==> src/rtl/spi_pkg.sv <==
// spi_pkg: shared FSM state encoding and SPI mode constants
// ({cpol,cpha}) for the multi-slave SPI master.
package spi_pkg;

  typedef enum logic [2:0] {
    IDLE,
    LEAD,
    XFER,
    TRAIL,
    DONE
  } spi_state_e;

  localparam logic [1:0] MODE0 = 2'b00;
  localparam logic [1:0] MODE1 = 2'b01;
  localparam logic [1:0] MODE2 = 2'b10;
  localparam logic [1:0] MODE3 = 2'b11;

endpackage

==> src/rtl/spi_master_multi_if.sv <==
// spi_master_multi_if: host request/response plus SPI pins.
// master = controller side, slave = host/bus-model side.
interface spi_master_multi_if #(
  parameter int DATA_WIDTH = 8,
  parameter int NUM_CS     = 2
);
  localparam int CSW = (NUM_CS > 1) ? $clog2(NUM_CS) : 1;

  logic                  start;
  logic [CSW-1:0]        cs_sel;
  logic                  cpol;
  logic                  cpha;
  logic [DATA_WIDTH-1:0] tx_data;
  logic [DATA_WIDTH-1:0] rx_data;
  logic                  busy;
  logic                  done;
  logic                  spi_clk;
  logic                  mosi;
  logic                  miso;
  logic [NUM_CS-1:0]     cs;

  modport master (
    input  start, cs_sel, cpol, cpha,
    input  tx_data, miso,
    output rx_data, busy, done,
    output spi_clk, mosi, cs
  );

  modport slave (
    output start, cs_sel, cpol, cpha,
    output tx_data, miso,
    input  rx_data, busy, done,
    input  spi_clk, mosi, cs
  );
endinterface

==> src/rtl/spi_clk_gen.sv <==
// spi_clk_gen: CLK_DIV half-period divider; ports clk, reset, en,
// idle_lvl in; spi_clk level and leading/trailing edge strobes out.
module spi_clk_gen #(
  parameter int CLK_DIV = 4
) (
  input  logic clk,
  input  logic reset,
  input  logic en,
  input  logic idle_lvl,
  output logic spi_clk,
  output logic leading_edge,
  output logic trailing_edge
);
  localparam int CW = $clog2(CLK_DIV);

  logic [CW-1:0] cnt_q, cnt_d;
  logic          sclk_q, sclk_d;
  logic          tick;

  // Strobes flag the cycle whose closing edge toggles spi_clk,
  // so the controller acts on the same edge the slave sees.
  assign tick = en && (cnt_q == CW'(CLK_DIV - 1));
  assign leading_edge  = tick && (sclk_q == idle_lvl);
  assign trailing_edge = tick && (sclk_q != idle_lvl);
  assign spi_clk = sclk_q;

  always_comb begin
    cnt_d  = '0;
    sclk_d = idle_lvl;
    if (en) begin
      cnt_d  = tick ? '0 : cnt_q + CW'(1);
      sclk_d = tick ? ~sclk_q : sclk_q;
    end
  end

  always_ff @(posedge clk) begin
    if (reset) begin
      cnt_q  <= '0;
      sclk_q <= 1'b0;
    end else begin
      cnt_q  <= cnt_d;
      sclk_q <= sclk_d;
    end
  end
endmodule

==> src/rtl/spi_master_multi.sv <==
// spi_master_multi: SPI master, modes 0-3, NUM_CS selects.
// Ports: clk, reset (sync, high), bus (master modport).
module spi_master_multi #(
  parameter int DATA_WIDTH = 8,
  parameter int CLK_DIV    = 4,
  parameter int NUM_CS     = 2
) (
  input  logic              clk,
  input  logic              reset,
  spi_master_multi_if.master bus
);
  import spi_pkg::*;

  localparam int CSW = (NUM_CS > 1) ? $clog2(NUM_CS) : 1;
  localparam int XFER_LEN = 2 * DATA_WIDTH * CLK_DIV;
  localparam int CNTW = $clog2(XFER_LEN);

  spi_state_e            state_q, state_d;
  logic [CNTW-1:0]       cnt_q, cnt_d;
  logic                  cpol_q, cpol_d;
  logic                  cpha_q, cpha_d;
  logic [CSW-1:0]        cs_sel_q, cs_sel_d;
  logic [DATA_WIDTH-1:0] tx_sh_q, tx_sh_d;
  logic [DATA_WIDTH-1:0] rx_sh_q, rx_sh_d;
  logic [DATA_WIDTH-1:0] rx_q, rx_d;
  logic                  mosi_q, mosi_d;
  logic                  busy_q, busy_d;
  logic                  done_q, done_d;
  logic [NUM_CS-1:0]     cs_q, cs_d;

  logic accept;
  logic sclk, lead_e, trail_e;
  logic shift_ev, samp_ev;

  assign accept = (state_q == IDLE) && bus.start;

  // Kept out of the main comb block: the clock
  // generator's idle level depends on cpol_d.
  assign cpol_d   = accept ? bus.cpol : cpol_q;
  assign cpha_d   = accept ? bus.cpha : cpha_q;
  assign cs_sel_d = accept ? bus.cs_sel : cs_sel_q;

  spi_clk_gen #(
    .CLK_DIV(CLK_DIV)
  ) u_clk_gen (
    .clk          (clk),
    .reset        (reset),
    .en           (state_q == XFER),
    .idle_lvl     (cpol_d),
    .spi_clk      (sclk),
    .leading_edge (lead_e),
    .trailing_edge(trail_e)
  );

  always_comb begin
    state_d  = state_q;
    cnt_d    = cnt_q + CNTW'(1);
    tx_sh_d  = tx_sh_q;
    rx_sh_d  = rx_sh_q;
    rx_d     = rx_q;
    mosi_d   = mosi_q;
    busy_d   = busy_q;
    done_d   = 1'b0;
    shift_ev = cpha_q ? lead_e : trail_e;
    samp_ev  = cpha_q ? trail_e : lead_e;

    unique case (state_q)
      IDLE: begin
        cnt_d  = '0;
        mosi_d = 1'b0;
        if (bus.start) begin
          state_d = LEAD;
          busy_d  = 1'b1;
          // CPHA=0 presents the MSB before the first edge;
          // CPHA=1 shifts it out on the first leading edge.
          if (bus.cpha) begin
            tx_sh_d = bus.tx_data;
          end else begin
            mosi_d  = bus.tx_data[DATA_WIDTH-1];
            tx_sh_d = bus.tx_data << 1;
          end
        end
      end
      LEAD: begin
        if (cnt_q == CNTW'(CLK_DIV - 1)) begin
          state_d = XFER;
          cnt_d   = '0;
        end
      end
      XFER: begin
        if (shift_ev) begin
          mosi_d  = tx_sh_q[DATA_WIDTH-1];
          tx_sh_d = tx_sh_q << 1;
        end
        if (samp_ev) begin
          rx_sh_d = {rx_sh_q[DATA_WIDTH-2:0], bus.miso};
        end
        if (cnt_q == CNTW'(XFER_LEN - 1)) begin
          state_d = TRAIL;
          cnt_d   = '0;
        end
      end
      TRAIL: begin
        if (cnt_q == CNTW'(CLK_DIV - 1)) begin
          state_d = DONE;
          cnt_d   = '0;
          busy_d  = 1'b0;
          done_d  = 1'b1;
          rx_d    = rx_sh_q;
          mosi_d  = 1'b0;
        end
      end
      DONE: begin
        state_d = IDLE;
        cnt_d   = '0;
      end
      default: begin
        state_d = IDLE;
        cnt_d   = '0;
      end
    endcase

    // Out-of-range selects match no bit, so all lines stay high.
    cs_d = '1;
    for (int i = 0; i < NUM_CS; i++) begin
      if ((state_d inside {LEAD, XFER, TRAIL}) &&
          (32'(cs_sel_d) == i)) begin
        cs_d[i] = 1'b0;
      end
    end
  end

  always_ff @(posedge clk) begin
    if (reset) begin
      state_q  <= IDLE;
      cnt_q    <= '0;
      cpol_q   <= 1'b0;
      cpha_q   <= 1'b0;
      cs_sel_q <= '0;
      tx_sh_q  <= '0;
      rx_sh_q  <= '0;
      rx_q     <= '0;
      mosi_q   <= 1'b0;
      busy_q   <= 1'b0;
      done_q   <= 1'b0;
      cs_q     <= '1;
    end else begin
      state_q  <= state_d;
      cnt_q    <= cnt_d;
      cpol_q   <= cpol_d;
      cpha_q   <= cpha_d;
      cs_sel_q <= cs_sel_d;
      tx_sh_q  <= tx_sh_d;
      rx_sh_q  <= rx_sh_d;
      rx_q     <= rx_d;
      mosi_q   <= mosi_d;
      busy_q   <= busy_d;
      done_q   <= done_d;
      cs_q     <= cs_d;
    end
  end

  assign bus.rx_data = rx_q;
  assign bus.busy    = busy_q;
  assign bus.done    = done_q;
  assign bus.spi_clk = sclk;
  assign bus.mosi    = mosi_q;
  assign bus.cs      = cs_q;
endmodule
==> src/flat_wrapper.sv <==
// flat-port wrapper written by rule: the top's interface ports become plain ports
module spi_master_multi_flat import spi_pkg::*;
#(
  parameter int DATA_WIDTH = 8,
  parameter int CLK_DIV    = 4,
  parameter int NUM_CS     = 2
)
  (clk, reset, bus_start, bus_cs_sel, bus_cpol, bus_cpha, bus_tx_data, bus_miso, bus_rx_data, bus_busy, bus_done, bus_spi_clk, bus_mosi, bus_cs);
  spi_master_multi_if #(.DATA_WIDTH(DATA_WIDTH), .NUM_CS(NUM_CS)) bus_i ();
  input  logic clk;
  input  logic reset;
  input wire logic [$bits(bus_i.start)-1:0] bus_start;
  input wire logic [$bits(bus_i.cs_sel)-1:0] bus_cs_sel;
  input wire logic [$bits(bus_i.cpol)-1:0] bus_cpol;
  input wire logic [$bits(bus_i.cpha)-1:0] bus_cpha;
  input wire logic [$bits(bus_i.tx_data)-1:0] bus_tx_data;
  input wire logic [$bits(bus_i.miso)-1:0] bus_miso;
  output wire logic [$bits(bus_i.rx_data)-1:0] bus_rx_data;
  output wire logic [$bits(bus_i.busy)-1:0] bus_busy;
  output wire logic [$bits(bus_i.done)-1:0] bus_done;
  output wire logic [$bits(bus_i.spi_clk)-1:0] bus_spi_clk;
  output wire logic [$bits(bus_i.mosi)-1:0] bus_mosi;
  output wire logic [$bits(bus_i.cs)-1:0] bus_cs;
  assign bus_i.start = bus_start;
  assign bus_i.cs_sel = bus_cs_sel;
  assign bus_i.cpol = bus_cpol;
  assign bus_i.cpha = bus_cpha;
  assign bus_i.tx_data = bus_tx_data;
  assign bus_i.miso = bus_miso;
  assign bus_rx_data = bus_i.rx_data;
  assign bus_busy = bus_i.busy;
  assign bus_done = bus_i.done;
  assign bus_spi_clk = bus_i.spi_clk;
  assign bus_mosi = bus_i.mosi;
  assign bus_cs = bus_i.cs;
  spi_master_multi #(.DATA_WIDTH(DATA_WIDTH), .CLK_DIV(CLK_DIV), .NUM_CS(NUM_CS)) u_core (.clk(clk), .reset(reset), .bus(bus_i));
endmodule
==> config.mk <==
export PLATFORM = sky130hd
export DESIGN_NAME = spi_master_multi_flat
export DESIGN_NICKNAME = d
export VERILOG_FILES = /design/src/rtl/spi_pkg.sv /design/src/rtl/spi_master_multi_if.sv /design/src/rtl/spi_clk_gen.sv /design/src/rtl/spi_master_multi.sv /design/src/flat_wrapper.sv
export SDC_FILE = /design/constraint.sdc
export NUM_CORES = 1
export LEC_CHECK = 0
export ABC_AREA = 1
export BUFFER_PORTS_ARGS = -buffer_cell sky130_fd_sc_hd__buf_2
export CORE_MARGIN = 1.5
export CORE_UTILIZATION = 55
export CTS_CLUSTER_DIAMETER = 80
export DETAILED_ROUTE_END_ITERATION = 10
export MAX_ROUTING_LAYER = met4
export PLACE_DENSITY_LB_ADDON = 0.3
export SYNTH_ARGS = -nofsm -noshare
export SYNTH_HDL_FRONTEND = slang
export SYNTH_SLANG_ARGS = --single-unit
==> constraint.sdc <==
create_clock -name clk -period 3.8 [get_ports clk]
set_input_delay 0 -clock clk [delete_from_list [all_inputs] [get_ports clk]]
set_output_delay 0 -clock clk [all_outputs]
set_load 0.05 [all_outputs]
* Word-level counts from Yosys, hierarchy flattened
Index checks and enable logic that the tools add are counted.
Storage, ports and cells: register bits 44, bits of input ports 15, output and inout bits 14, logic and storage cells 82
Operators by class: $add $sub $neg 2, eq/ne operators 15, multiplexer cells 28, bitwise gates (word level) 4, reduce and logical (&&, ||, !) cells 19
Operator list (number):
- two-way mux 8 bit | 3
- case mux 8 bit (2 select lines) | 1
- two-way mux 1 bit | 14
- == test 3 x 2 -> 1 bit, second input constant | 4
- two-way mux 3 bit | 4
- two-way mux 6 bit | 2
- case mux 3 bit (4 select lines) | 1
- case mux 6 bit (2 select lines) | 1
- AND reduction 3 bit | 3
- adder 6 x 1 -> 6 bit, second input constant | 1
- == test 3 x 1 -> 1 bit, second input constant | 2
- == test 6 x 2 -> 1 bit, second input constant | 1
- == test 6 bit, second input constant | 1
- logical AND 1 bit | 6
- inequality test 2 x 1 -> 1 bit, second input constant | 3
- nonzero test 3 bit | 2
- NOT 1 bit | 4
- AND reduction 2 bit | 2
- nonzero test 2 bit | 2
- OR reduction 2 bit | 2
- logical NOT 3 bit | 1
- case mux 1 bit (3 select lines) | 1
- OR reduction 3 bit | 1
- adder 2 x 1 -> 2 bit, second input constant | 1
- other kinds (5) | 5

* Depth between registers and ports, before layout
Gate-level depths: netlist of run 1.
word-level depth 8, gate-level depth with buffers 10, depth with buffers taken out 9

* By module
A second synthesis of run 1 with hierarchy kept.
Second synthesis, totals: cells, all modules 277, area, all modules 1950.6 µm²
Modules (own cells, without submodules):
- spi_master_multi | times used 1, cells each 255, area each 1798.0 µm², sequential area each 820.8 µm²
- spi_clk_gen | times used 1, cells each 22, area each 152.6 µm², sequential area each 60.1 µm²

* Worst setup path after synthesis of run 1
No wires, ideal clock.
kind register -> register, start register u_core.u_clk_gen.sclk_q (netlist: u_core.u_clk_gen.spi_clk), end register u_core.tx_sh_q[2], library setup time 0.113 ns, arrival time 1.555 ns, required time 3.687 ns, slack 2.132 ns, stages on the path, launching flop included 8, path buffers 1, period minus slack after synthesis 1.668 ns, cell sequence dfxtp_1 xnor2_1 nand3b_2 nand3_2 nand3_2 buf_6 nor2_1 nor2_1
Between the ends: longest elaborated chain between the ends 5, elaborated cells on any way between the ends 7, classes of those cells 3 x eq/ne; 1 x mux; 3 x reduce/logical
Ends and longest elaborated chain:
- start, declared | RTL line spi_clk_gen.sv:17 | logic sclk_q, sclk_d;
- start signal, assigned | RTL line spi_clk_gen.sv:42 | sclk_q <= sclk_d;
- inequality test 1 bit / == test 1 bit (equally long branches) | RTL line spi_clk_gen.sv:24, spi_clk_gen.sv:23
- logical AND 1 bit, on equally long branches | RTL line spi_clk_gen.sv:24, spi_clk_gen.sv:23
- two-way mux 1 bit (*) | RTL line spi_master_multi.sv:64 | shift_ev = cpha_q ? lead_e : trail_e;
- inequality test 2 x 1 -> 1 bit (no source line) (*)
- AND reduction 3 bit (no source line) (*)
- end signal, assigned | RTL line spi_master_multi.sv:153 | tx_sh_q <= tx_sh_d;
- end, declared | RTL line spi_master_multi.sv:23 | logic [DATA_WIDTH-1:0] tx_sh_q, tx_sh_d;
Mark *: on every way between the ends. The rest lies on a longest branch, timed or not. A chain may end at the register's enable or synchronous reset.

* Final worst setup path of run 1
start register u_core.state_q[2], end register u_core.tx_sh_q[7]
Between the ends: longest elaborated chain between the ends 8, elaborated cells on any way between the ends 15, classes of those cells 5 x eq/ne; 3 x mux; 7 x reduce/logical
Ends and longest elaborated chain:
- start, declared | RTL line spi_master_multi.sv:18 | spi_state_e state_q, state_d;
- start signal, assigned | RTL line spi_master_multi.sv:148 | state_q <= state_d;
- logical NOT 3 bit | RTL line spi_master_multi.sv:35, spi_master_multi.sv:67
- logical AND 1 bit | RTL line spi_master_multi.sv:35 | assign accept = (state_q == IDLE) && bus.start;
- two-way mux 1 bit | RTL line spi_master_multi.sv:39 | assign cpol_d = accept ? bus.cpol : cpol_q;
- inequality test 1 bit / == test 1 bit (equally long branches) | RTL line spi_clk_gen.sv:24, spi_clk_gen.sv:23
- logical AND 1 bit, on equally long branches | RTL line spi_clk_gen.sv:24, spi_clk_gen.sv:23
- two-way mux 1 bit | RTL line spi_master_multi.sv:64
- inequality test 2 x 1 -> 1 bit (no source line)
- AND reduction 3 bit (no source line)
Parallel ways exist; a longest one is shown, timed or not.

==> results_dict.tcl, run 1 <==
set metrics [dict create \
    grt.total_usage_pct 20.8 \
    finalNonFillerCells 350 \
    tightest_slew_ns 0.718 \
    worst_ir_drop_vdd_uv 190 \
    place_area_sq_um 2120 \
    total_power_uw 803 \
    dr.first_iter.drc_count 79 \
    final_cell_area_sq_um 2200 \
    fillers 317 \
    cp_cell_sequence "inv_2, nand3_1, or2_1, nand3_2, nand2_1, nand2_1, nor2_1" \
    fin_util_pct 65.0 \
    p_leak_nw 1.08 \
    drv_cap 0 \
    ys_ff_latch 44 \
    critPathCaptureType "flop" \
    worst-path-stages 7 \
    r2r_slack_ns 1.79 \
    antennaDiodeCount 0 \
    dp_hpwl_microns 2670 \
    htree_levels 2 \
    routed-wl-met3_microns 107 \
    ys_warn_count 0 \
    wl_met2_microns 1780 \
    fin_nets 321 \
    first_pass_iters 4 \
    post-place-ws_ns 1.83 \
    start_util_pct 58.3 \
    remaining_drc_errors 0 \
    ys_types 32 \
    startpoint_type "flop" \
    seq_power_share_pct 60.3 \
    post-route-period-util_pct 52.9 \
    syn_area_per_cell_sq_um 7.16 \
    crit_buf_inv 1 \
    status "complete, no violations" \
    final_cell_mix "58 x nor2_1, 44 x dfxtp_1, 40 x nand2_1, 38 x inv_1" \
    wl_met1_microns 1770 \
    crit_top_cell "nand2_1" \
    grt_pass1_vias 1537 \
    critPathKind "flop to flop" \
    period_minus_slack_ns 2.01 \
    maxSlewViolCount 0 \
    placedCellCount 340 \
    slowest_stage "or2_1" \
    hold_depth 3 \
    pin_count 29 \
    finalSetupViolCount 0 \
    syn_inst 276 \
    cts_root_buffer "clkbuf_4" \
    row_count 21 \
    dieWidth_microns 63.0 \
    p_sw_uw 220 \
    grt_first_pass_wirelength_microns 6430 \
    antenna_found_initial 0 \
    crit_required_ns 4.04 \
    core_sq_um 3390 \
    routed.top_layer "met4" \
    final_common_cell "nor2_1" \
    final.setup.tns_ns 0 \
    clkPwrFrac_pct 25.9 \
    synth_area_sq_um 1980 \
    clk_latency_ns 0.34 \
    place_congestion 0.805 \
    grt_max_degree 28 \
    drive_gt1_share_pct 15.8 \
    viasPerCell 5.03 \
    drt-wirelength-per-cell_microns 10.5 \
    reg2regPathDepth 7 \
    skew_ns 0.0110 \
    hold_viol_final 0 \
    hold_path_class "input pin to flop" \
    relSlewSlack_pct 52.1 \
    cp_data_arrival_time_ns 2.25 \
    cts.sinks 44 \
    vias 1760 \
    dieArea_sq_um 3960 \
    rsz0062_at_grt "no" \
    fmax_mhz 498 \
    wl_microns 3690 \
    syn_nets 293 \
    power_frac_comb_pct 13.9 \
    cts.path.max_buffers 2 \
    cts_tree "yes" \
    p_per_area_nw_per_um2 365 \
    io_buffers 28 \
    ys_seq_area_share_pct 44.6 \
    fp.dieH_microns 63.0 \
    clk_transition_reported_paths_ns 0.12 \
    final.setup.worst_slack_ns 1.79 \
    sw_frac_of_total_pct 27.4 \
    post_cts_buffers 0 \
    cp_top_family "simple AND/OR/NAND/NOR gates" \
    ant_nets 0 \
    internal-power_uw 583 \
    critPathMaxStageDelay_ns 0.51 \
    cp_max_fo 20 \
    cts_made_buffers 5 \
    hold_slack_ns 0.00506 \
    gr-total-overflow 0 \
    area_growth_pct 11.4 \
]
## worst reg2reg max path: stages (launching register included)
cell and delay, ns:
dfxtp_1 0.37, inv_2 0.07, nand3_1 0.50, or2_1 0.52
nand3_2 0.26, nand2_1 0.09, nand2_1 0.06, nor2_1 0.05
## metal layers
layer  GRT usage (%)  vias to the layer above
met1            25.5                      798
met3            4.86                        2
met4            6.67                        0
met2            33.9                       26
li1                -                      934
met5               -                        -
## repair_timing
action,in CTS,in global routing
endpoints found under the hold margin,4,0
resized for setup,0,0
hold buffers,3,0
## final cells by class
| type | count | area, sq um | share of cell area (%) |
|---|---|---|---|
| clock buffers | 5 | 37.5 | 1.70 |
| clock inverters | 2 | 12.5 | 0.568 |
| inverters | 42 | 158 | 7.16 |
| multi-input cells | 180 | 886 | 40.2 |
| flip-flops and latches | 44 | 881 | 40.0 |
| well taps | 46 | 57.6 | 2.61 |
| repair buffers | 31 | 170 | 7.73 |
## cell usage after synthesis, drive strengths merged
| cell type | number | share of area (%) |
|---|---|---|
| nor3 | 3 | 0.76 |
| nand2 | 41 | 7.9 |
| a22oi | 1 | 0.38 |
| nand3b | 1 | 0.57 |
| buf | 5 | 1.7 |
| nand3 | 14 | 4.9 |
| o21ai | 29 | 7.3 |
| a31oi | 1 | 0.32 |
| or2 | 2 | 0.63 |
| clkbuf | 5 | 0.95 |
| a211oi | 1 | 0.38 |
| nor4 | 1 | 0.32 |
| ha | 2 | 1.3 |
| nor3b | 1 | 0.38 |
| dfxtp | 44 | 45 |
| xnor2 | 1 | 0.44 |
| nand4 | 6 | 2.2 |
| a21oi | 9 | 2.3 |
| inv | 42 | 8.0 |
| o211ai | 7 | 2.7 |
| xor2 | 1 | 0.44 |
| nor2 | 59 | 12 |
## worst paths after layout
check | endpoint | from
min | u_core.cpol_q | bus_cpol
max | u_core.tx_sh_q[7] | u_core.state_q[2]
max reg2reg | u_core.tx_sh_q[7] | u_core.state_q[2]
min reg2reg | u_core.u_clk_gen.cnt_q[0] | u_core.u_clk_gen.cnt_q[0]
## power groups by stage
stage	clock (mW)	sequential, mW	combinational [mW]
after floorplan	0	0.510	0.0690
after global placement	0	0.494	0.107
after detailed placement	0	0.494	0.109
after CTS	0.214	0.484	0.112
after global routing	0.236	0.486	0.125
final	0.208	0.484	0.111
## cells by family after synthesis
family                   count (synthesis)  synth area share [%]
flip-flops                              44                  44.6
AND/OR/NAND/NOR                        128                  29.3
AO/OA/AOI/OAI                           48                  13.4
XOR/XNOR                                 2                 0.886
adder cells (fa/ha/maj)                  2                  1.27
buffers and inverters                   52                  10.6
## flip-flops by register name (all words and copies together), names as in the netlist
signal,flops
u_core.bus.busy,1
u_core.bus.cs,2
u_core.bus.done,1
u_core.bus.mosi,1
u_core.bus.rx_data,8
u_core.cnt_q,6
u_core.cpha_q,1
u_core.cpol_q,1
u_core.cs_sel_q,1
u_core.rx_sh_q,8
u_core.state_q,3
u_core.tx_sh_q,8
u_core.u_clk_gen.cnt_q,2
u_core.u_clk_gen.spi_clk,1
Power figures use the tool's default switching activity.
==> run 2, diff against run 1 <==
Clock period 3.8 ns to 1.9 ns, I/O delays scaled along.
==> results_dict.tcl, run 2 (synthesis results as in run 1) <==
set metrics [dict create \
    status "complete, no violations" \
    core_sq_um 3390 \
    cts_tree "yes" \
    dieArea_sq_um 3960 \
    row_count 21 \
    internal-power_mw 1.22 \
    dp_hpwl_microns 2800 \
    p_per_area_nw_per_um2 740 \
    place_area_sq_um 2140 \
    fp.dieH_microns 63.0 \
    tightest_slew_ns 0.352 \
    worst_ir_drop_vdd_uv 412 \
    skew_ns 0.0118 \
    pin_count 29 \
    clk_transition_reported_paths_ns 0.13 \
    placedCellCount 343 \
    place_congestion 0.787 \
    remaining_drc_errors 0 \
    antenna_found_initial 0 \
    cts.sinks 44 \
    startpoint_type "flop" \
    fillers 309 \
    area_growth_pct 14.2 \
    fin_nets 326 \
    critPathKind "flop to flop" \
    gr-total-overflow 0 \
    wl_microns 3860 \
    critPathMaxStageDelay_ns 0.40 \
    cts_root_buffer "clkbuf_4" \
    viasPerCell 5.03 \
    hold_path_class "input pin to flop" \
    cp_cell_sequence "inv_1, nor2_1, inv_1, nor2_1, nand2_1, inv_1, nor2_1, nor2_1" \
    power_frac_comb_pct 13.7 \
    start_util_pct 58.3 \
    cts_made_buffers 5 \
    seq_power_share_pct 58.0 \
    crit_required_ns 2.20 \
    antennaDiodeCount 0 \
    critPathCaptureType "flop" \
    dieWidth_microns 63.0 \
    p_sw_uw 454 \
    clkPwrFrac_pct 28.3 \
    maxSlewViolCount 0 \
    clk_latency_ns 0.36 \
    total_power_mw 1.67 \
    dr.first_iter.drc_count 97 \
    crit_top_cell "nor2_1" \
    slowest_stage "dfxtp_1" \
    post-route-period-util_pct 85.7 \
    vias 1791 \
    sw_frac_of_total_pct 27.2 \
    io_buffers 28 \
    finalNonFillerCells 356 \
    drive_gt1_share_pct 16.5 \
    p_leak_nw 1.11 \
    finalSetupViolCount 0 \
    grt_first_pass_wirelength_microns 6900 \
    relSlewSlack_pct 76.5 \
    first_pass_iters 4 \
    period_minus_slack_ns 1.63 \
    htree_levels 2 \
    grt_pass1_vias 1697 \
    rsz0062_at_grt "no" \
    cp_data_arrival_time_ns 1.92 \
    grt.total_usage_pct 22.5 \
    fmax_mhz 614 \
    ant_nets 0 \
    final_common_cell "nor2_1" \
    cts.path.max_buffers 2 \
    cp_max_fo 12 \
    final.setup.tns_ns 0 \
    final_cell_area_sq_um 2260 \
    drv_cap 0 \
    drt-wirelength-per-cell_microns 10.8 \
    grt_max_degree 18 \
    final_cell_mix "58 x nor2_1, 44 x dfxtp_1, 40 x nand2_1, 38 x inv_1" \
    hold_viol_final 0 \
]
## run 2: cell count changes in the layout (fill, tap and decap cells not counted), sizes merged
cell | before | now
buf | 28 | 31
clkinv | 1 | 0
clkbuf | 5 | 7
dlygate4sd3 | 3 | 5
## run 2: per-stage QoR
step	setup WS [ns]	hold slack [ns]	util, %
floorplan	0.232	0.0808	-
finish	0.272	0.0195	66.6
global placement	0.310	0.269	63.3
CTS	0.273	0.00574	66.6
global route	0.0412	0.00529	66.6
detailed placement	0.297	0.297	63.3
## run 2: path summary, 6_finish.rpt
path                                    end  cells past startpoint                 startpoint  slack, ns
hold reg to reg   u_core.u_clk_gen.cnt_q[0]                      1  u_core.u_clk_gen.cnt_q[0]       0.47
setup reg to reg      u_core.bus.rx_data[2]                      8          u_core.state_q[0]       0.27
setup / recovery      u_core.bus.rx_data[2]                      8          u_core.state_q[0]       0.27
hold / removal                u_core.cpha_q                      3                   bus_cpha       0.02
## run 2: worst max-delay path, delay by kind of cell, from the launching register on
kind | cells | cell delay (ns)
buf+inv | 3 | 0.43
simple gates | 5 | 0.73
flops | 1 | 0.40
## run 2: cell type report
class                      instances  area (sq um)  share of cell area (%)
clock buffer                       7          55.1                    2.44
clock inverter                     1          7.51                   0.333
inverter                          42           158                    6.98
multi-input combinational        180           886                    39.2
sequential                        44           881                    39.0
tap                               46          57.6                    2.55
timing repair buffer              36           213                    9.42
## run 2: power groups by stage
stage	Sequential (mW)	Clock (mW)	Combinational [mW]
2_1_floorplan	1.02	0	0.138
3_3_place_gp	0.988	0	0.215
3_5_place_dp	0.989	0	0.219
4_1_cts	0.968	0.487	0.228
5_1_grt	0.972	0.525	0.259
6_report	0.968	0.473	0.228
## run 2: layer usage
metal  routed length (microns)  vias to the layer above  GRT usage, %  share of wire [%]
met5                         0                        -             -                  0
met4                        74                        0          8.89                1.9
met3                       166                       12          6.49                4.3
met2                      1830                       31          37.9                 47
met1                      1790                      804          24.9                 46
li1                          -                      944             -                  -
## run 2: what timing repair did
| action | in CTS | in global routing |
|---|---|---|
| endpoints found under the hold margin | 7 | 0 |
| buffers inserted | 0 | 0 |
| hold buffers | 5 | 0 |
| gates resized for setup | 0 | 0 |
